**config.mk**
```make
export PLATFORM = sky130hd
export DESIGN_NAME = seg_scan_mux
export DESIGN_NICKNAME = d
export VERILOG_FILES = /design/src/rtl/seg_scan_mux.sv
export SDC_FILE = /design/constraint.sdc
export NUM_CORES = 1
export LEC_CHECK = 0
export ABC_AREA = 1
export CELL_PAD_IN_SITES_DETAIL_PLACEMENT = 1
export CELL_PAD_IN_SITES_GLOBAL_PLACEMENT = 1
export CORE_MARGIN = 1
export CORE_UTILIZATION = 49
export CTS_CLUSTER_SIZE = 30
export DETAILED_ROUTE_END_ITERATION = 12
export DONT_BUFFER_PORTS = 1
export PLACE_DENSITY = 0.91
export SLEW_MARGIN = 20
export SYNTH_ARGS = -nofsm -noshare
export SYNTH_HDL_FRONTEND = slang
export SYNTH_SLANG_ARGS = --single-unit
```
**constraint.sdc**
```tcl
create_clock -name clk -period 1.8 [get_ports clk]
set_clock_uncertainty 0.15 [all_clocks]
set_input_delay 0.09 -clock clk [delete_from_list [all_inputs] [get_ports clk]]
set_output_delay 0.09 -clock clk [all_outputs]
set_load 0.1 [all_outputs]
```
**src/rtl/seg_scan_mux.sv**
```systemverilog
// Time-multiplexed common-anode seven-segment scanner, double-buffered.
// Optional PWM dimming via SEG_SCAN_MUX_DIM_EN (adds brightness port).
module seg_scan_mux #(
  parameter int NUM_DIGITS  = 4,
  parameter int SEG_W       = 8,
  parameter int PRESCALE    = 100000,
  parameter int DEAD_CYCLES = 2,
  localparam int IDX_W      = $clog2(NUM_DIGITS),
  localparam int PW         = $clog2(PRESCALE)
) (
  input  logic                        clk,
  input  logic                        rst_n,
  input  logic [NUM_DIGITS*SEG_W-1:0] seg_in,
  input  logic                        load,
  input  logic [NUM_DIGITS-1:0]       digit_en,
`ifdef SEG_SCAN_MUX_DIM_EN
  input  logic [3:0]                  brightness,
`endif
  output logic [SEG_W-1:0]            seg_out,
  output logic [NUM_DIGITS-1:0]       anode,
  output logic [IDX_W-1:0]            digit_idx,
  output logic                        frame_done
);

  logic [PW-1:0] pcnt;
  logic [NUM_DIGITS-1:0][SEG_W-1:0] pending;
  logic [NUM_DIGITS-1:0][SEG_W-1:0] active;
  logic tick;
  logic last;
  logic on;

  assign tick = (pcnt == PW'(PRESCALE - 1));
  assign last = (digit_idx == IDX_W'(NUM_DIGITS - 1));

`ifdef SEG_SCAN_MUX_DIM_EN
  logic [3:0] pwm_cnt;

  always_ff @(posedge clk or negedge rst_n) begin
    if (!rst_n) begin
      pwm_cnt <= '0;
    end else begin
      pwm_cnt <= (pwm_cnt == 4'd14) ? 4'd0 : pwm_cnt + 4'd1;
    end
  end

  always_comb begin
    on = (pcnt >= PW'(DEAD_CYCLES))
      && digit_en[digit_idx]
      && (pwm_cnt < brightness);
  end
`else
  always_comb begin
    on = (pcnt >= PW'(DEAD_CYCLES))
      && digit_en[digit_idx];
  end
`endif

  always_ff @(posedge clk or negedge rst_n) begin
    if (!rst_n) begin
      pcnt       <= '0;
      digit_idx  <= '0;
      frame_done <= 1'b0;
    end else begin
      pcnt       <= tick ? '0 : pcnt + PW'(1);
      frame_done <= tick && last;
      if (tick) begin
        digit_idx <= last ? '0 : digit_idx + IDX_W'(1);
      end
    end
  end

  // active swaps only at the frame boundary; a same-edge load lands a frame later
  always_ff @(posedge clk or negedge rst_n) begin
    if (!rst_n) begin
      pending <= '1;
      active  <= '1;
    end else begin
      if (load) begin
        pending <= seg_in;
      end
      if (tick && last) begin
        active <= pending;
      end
    end
  end

  always_ff @(posedge clk or negedge rst_n) begin
    if (!rst_n) begin
      anode   <= '1;
      seg_out <= '1;
    end else if (on) begin
      anode   <= ~(NUM_DIGITS'(1) << digit_idx);
      seg_out <= active[digit_idx];
    end else begin
      anode   <= '1;
      seg_out <= '1;
    end
  end

endmodule

```
Word level (Yosys, flattened, before mapping)
Index checks and enable logic that the tools add are counted.

word-level totals
  register bits after elaboration = 96
  latch bits = 0
  bits in writable memories = 0
  bits in read-only memories = 0
  bits of input ports = 39
  output and inout bits = 15
  word-level logic and storage cells = 31
  memories kept = 0

operators by class
  $add $sub $neg = 2
  $mul = 0
  div/mod/pow operators = 0
  $lt $le $gt $ge = 2
  equal/unequal tests = 2
  shifts and indexed selects = 1
  multiplexer cells = 8
  bitwise gates (word level) = 1
  reduce and logical (&&, ||, !) cells = 2

operators by type and width
  kind                                                                                  count
  17-bit by 1-bit adder with 17-bit output, second input constant                       1
  17-bit equality test, second input constant                                           1
  17-bit by 2-bit greater-or-equal comparator with 1-bit output, second input constant  1
  17-bit two-way mux                                                                    1
  8-bit binary-select mux with 2-bit select                                             1
  8-bit two-way mux                                                                     2
  4-bit two-way mux                                                                     1
  4-bit inverter                                                                        1
  1-bit by 2-bit left shift with 4-bit output, first input constant                     1
  2-bit by 3-bit < comparator with 1-bit output, second input constant                  1
  2-bit by 1-bit adder with 2-bit output, second input constant                         1
  1-bit binary-select mux with 2-bit select                                             1
  2-bit equality test, second input constant                                            1
  1-bit logical AND                                                                     2
  2-bit two-way mux                                                                     1
  1-bit two-way mux                                                                     1

Depth between registers and ports, before layout
  depth in word-level cells = 4
  gate-level depth with buffers = 9
  mapped depth without buffers = 9

Least setup slack after synthesis
No wires, ideal clock.

  path type = register to register
  start point = register digit_idx[0]
  end point = register digit_idx[1]
  library setup time = 0.117 ns
  data arrival time = 1.982 ns
  data required time = 1.533 ns
  path slack = -0.449 ns
  stages on the path, launching flop included = 8
  buffers on the path = 3
  clock period less this slack = 2.249 ns
  cell sequence = dfrtp_1 > buf_4 > inv_2 > buf_2 > buf_4 > ha_1 > nand3_1 > nand2_1

between the ends
  word-level cells in the longest chain between the ends = 2
  elaborated cells on any way between the ends = 3
  those cells by class = add/sub (1); eq/ne (1); mux (1)

ends and longest elaborated chain
  item                                                                           RTL line  source
  start: declaration                                                             21        output logic [IDX_W-1:0] digit_idx,
  start signal: assignment                                                       67        digit_idx <= last ? '0 : digit_idx + IDX_W'(1);
  2-bit by 1-bit adder with 2-bit output or 2-bit equality test (tied branches)  67, 33
  2-bit two-way mux (*)                                                          67

Mark *: on every way between the ends. The rest lies on a longest branch, timed or not.
A chain may end at the register's enable or synchronous reset.

Worst setup path in the final report
  start point = register pcnt[0]
  end point = register pcnt[16]

between the ends
  word-level cells in the longest chain between the ends = 2
  elaborated cells on any way between the ends = 3
  those cells by class = add/sub (1); eq/ne (1); mux (1)

ends and longest elaborated chain
  item                                                                              RTL line  source
  start: declaration                                                                25        logic [PW-1:0] pcnt;
  start signal: assignment                                                          64        pcnt <= tick ? '0 : pcnt + PW'(1);
  17-bit by 1-bit adder with 17-bit output or 17-bit equality test (tied branches)  64, 32
  17-bit two-way mux (*)                                                            64

Marks and branches as above.

==> results.sh <==
export IMPL_status="finished, violations left"
export IMPL_first_pass_iters=4
export IMPL_finalCriticalPeriod_ns=1.97
export IMPL_synth_most_common_cell="nand2_1"
export IMPL_cp_common_cell="nand2_1"
export IMPL_tightest_slew_ns=0.550
export IMPL_ys_warn_count=0
export IMPL_vdd_ir_drop_max_uv=458
export IMPL_clock_latency_ns=0.38
export IMPL_slowest_stage="dfrtp_1"
export IMPL_reg2reg_from="pcnt[0]"
export IMPL_layout_drive_gt1_share_pct=33.7
export IMPL_crit_family="simple AND/OR/NAND/NOR gates"
export IMPL_end_kind="flop"
export IMPL_dp_slack_ns=0.0485
export IMPL_final_util_pct=61.9
export IMPL_crit_type="reg -> reg"
export IMPL_cp_num_buf_inv=1
export IMPL_powerDensity_nw_per_um2=750
export IMPL_r2r_cells=8
export IMPL_hold_ws_ns=-0.762
export IMPL_area_growth_pct=23.2
export IMPL_startpoint="pcnt[0]"
export IMPL_grt_overflow_total=0
export IMPL_rows=35
export IMPL_critPathLaunchType="flop"
export IMPL_r2r_end="pcnt[16]"
export IMPL_setup_viol=46
export IMPL_slew_headroom_pct=63.4
export IMPL_yosysUniqueCellTypes=33
export IMPL_cpPeakStageDelay_ns=0.45
export IMPL_drt_initial_drc_count=237
export IMPL_port_buffer_count=0
export IMPL_cts_made_buffers=9
export IMPL_diodes=0
export IMPL_root_buffer="clkbuf_8"
export IMPL_cts_tree="built"
export IMPL_synth_top_cell_by_area="dfstp_2"
export IMPL_leakagePower_uw=0.00253
export IMPL_rsz0062_at_grt="true"
export IMPL_grt_max_degree=97
export IMPL_clock_path_buffers=2
export IMPL_viasPerCell=5.93
export IMPL_antenna_found_initial=0
export IMPL_finalMaxSlewViolations=0
export IMPL_maxCapViolCount=0
export IMPL_grt_pass1_vias=4161
export IMPL_initial_core_util_pct=50.2
export IMPL_drt_wl_total_um=15700
export IMPL_period_share_pct=109
export IMPL_nets=578
export IMPL_io_pins=54
export IMPL_clock_sinks=96
export IMPL_violations="hold timing, setup timing"
export IMPL_clk_pin_slew_ns=0.10
export IMPL_die_height_um=99.1
export IMPL_hold_path_class="in -> async"
export IMPL_syn_num_nets=507
export IMPL_hold_viol_final=96
export IMPL_synth_seq_cells=96
export IMPL_routedWlPerCell_um=24.2
export IMPL_maxClockFrequency_ghz=0.507
export IMPL_netlist_area_um2=4620
export IMPL_hold_buffers=64
export IMPL_regToRegSetupSlack_ns=-0.17
export IMPL_synth_avg_cell_area_um2=10.0
export IMPL_crit_fanout=6
export IMPL_dp_hpwl_um=7780
export IMPL_die_area_um2=9820
export IMPL_synth_top_area_share_pct=43.2
export IMPL_crit_chain="ha_2, nand2_2, nor2_4, buf_12, nand2_1, o21ai_1, nand2_1, nor2_1"
export IMPL_synthTopCellsByArea="dfstp_2 43%, dfrtp_1 11%, nand2_1 7.9%"
export IMPL_synth_ff_type="dfstp_2"
export IMPL_yosys_top_cells_count="97 x nand2_1, 76 x dfstp_2, 60 x nor2_1, 36 x nand4_1, 30 x mux2_2"
export IMPL_grt_usage_pct=31.9
export IMPL_chipWidth_um=99.1
export IMPL_core_um2=9200
export IMPL_critPathRequiredTime_ns=1.95
export IMPL_synth_edff_count=0
export IMPL_async_flop_share_pct=100
export IMPL_yosysSeqAreaShare_pct=54.0
export IMPL_worst_ep_arrival_time_ns=2.12
export IMPL_n_fill_cell=968
export IMPL_setup_ws_ns=-0.171
export IMPL_htree_levels=3
export IMPL_drc=0
export IMPL_vias=3842
export IMPL_drtAntennaViolNets=0
export IMPL_synthCells=462
export IMPL_grt_pass1_wl_um=23000
export IMPL_gp_congestion=0.858
layout by cell type (no fill, tap or decap), types with 3 or more instances in the layout:
master         count
inv_2              5
nor2_4             4
inv_1             23
ha_1               5
nor2_1            58
dfrtp_2            3
dfrtp_1           17
nand2_1           93
o21ai_0           25
mux2_2            30
o21ai_1            5
dlygate4sd3_1     64
xor2_1             6
nand4_1           36
dfstp_2           76
buf_12             3
nand2_2            6
buf_4             16
nor3_2             3
clkbuf_8          10
nand3_1           11
nor2_2             4
nand3b_1           8
state kept, by name (all words and copies together), names as in the netlist:
signal and count:
digit_idx 2, anode 4, pending 32, pcnt 17, active 32, seg_out 8
frame_done 1
where the power goes:
part	internal, uW	switching (uW)	total (uW)
Combinational	206	75.0	281
Clock	688	850	1540
Sequential	2310	140	2450
Total	3200	1070	4270
cells by family (layout without fill, tap and decap cells):
family / count (synthesis) / in the layout / share of synthesized area, %
AOI/OAI and AO/OA: 31 / 31 / 3.52
xor gates and xnor gates: 7 / 7 / 1.33
buffers and inverters: 56 / 131 / 7.28
adders and majority gates: 6 / 6 / 1.62
muxes: 32 / 32 / 7.80
and+or+nand+nor: 234 / 234 / 24.4
DFF: 96 / 96 / 54.0
metal layers:
| layer | wire length (um) | GRT usage [%] | up-vias |
|---|---|---|---|
| met5 | 0 | 0 | - |
| met4 | 859 | 17.4 | 0 |
| met3 | 857 | 5.90 | 63 |
| met2 | 8270 | 57.4 | 195 |
| met1 | 5670 | 35.8 | 1927 |
| li1 | - | - | 1657 |
worst register-to-register path, cell delays in order (launching register included):
cell and delay (ns):
dfrtp_1 0.45, ha_2 0.23, nand2_2 0.09, nor2_4 0.34, buf_12 0.18, nand2_1 0.08, o21ai_1 0.16, nand2_1 0.08
nor2_1 0.13
final cells by class:
cell class | instances | area (um^2) | share of cell area [%]
repair buffers | 87 | 893 | 15.7
flip-flops and latches | 96 | 2500 | 43.9
well taps | 111 | 139 | 2.44
clock inverters | 5 | 62.6 | 1.10
multi-input cells | 310 | 1850 | 32.4
inverters | 29 | 111 | 1.96
clock buffers | 10 | 138 | 2.42
through the flow:
stage / std cells / area [um^2] / TNS (ns) / power, uW
after floorplan: 462 / 4620 / -0.141 / 2550
after global placement: 562 / 4680 / 0 / 2560
after detailed placement: 562 / 4680 / 0 / 2570
after CTS: 641 / 5520 / 0 / 4190
after global routing: 648 / 5690 / -4.07 / 4390
final: 648 / 5690 / -3.33 / 4270
how the worst max path moves through the flow:
stage	to	cells past startpoint	slack [ns]
2_1_floorplan	digit_idx[1]	7	-0.14
3_3_place_gp	pcnt[14]	7	0.14
3_5_place_dp	pcnt[7]	8	0.05
4_1_cts	pcnt[16]	8	0.02
5_1_grt	pcnt[16]	8	-0.18
6_report	pcnt[16]	8	-0.17
timing repair:
item	4_1_cts	5_1_grt
endpoints found under the setup margin	0	25
gates resized for setup	0	25
endpoints found under the hold margin	128	96
setup buffers	0	5
Power figures use the tool's default switching activity.
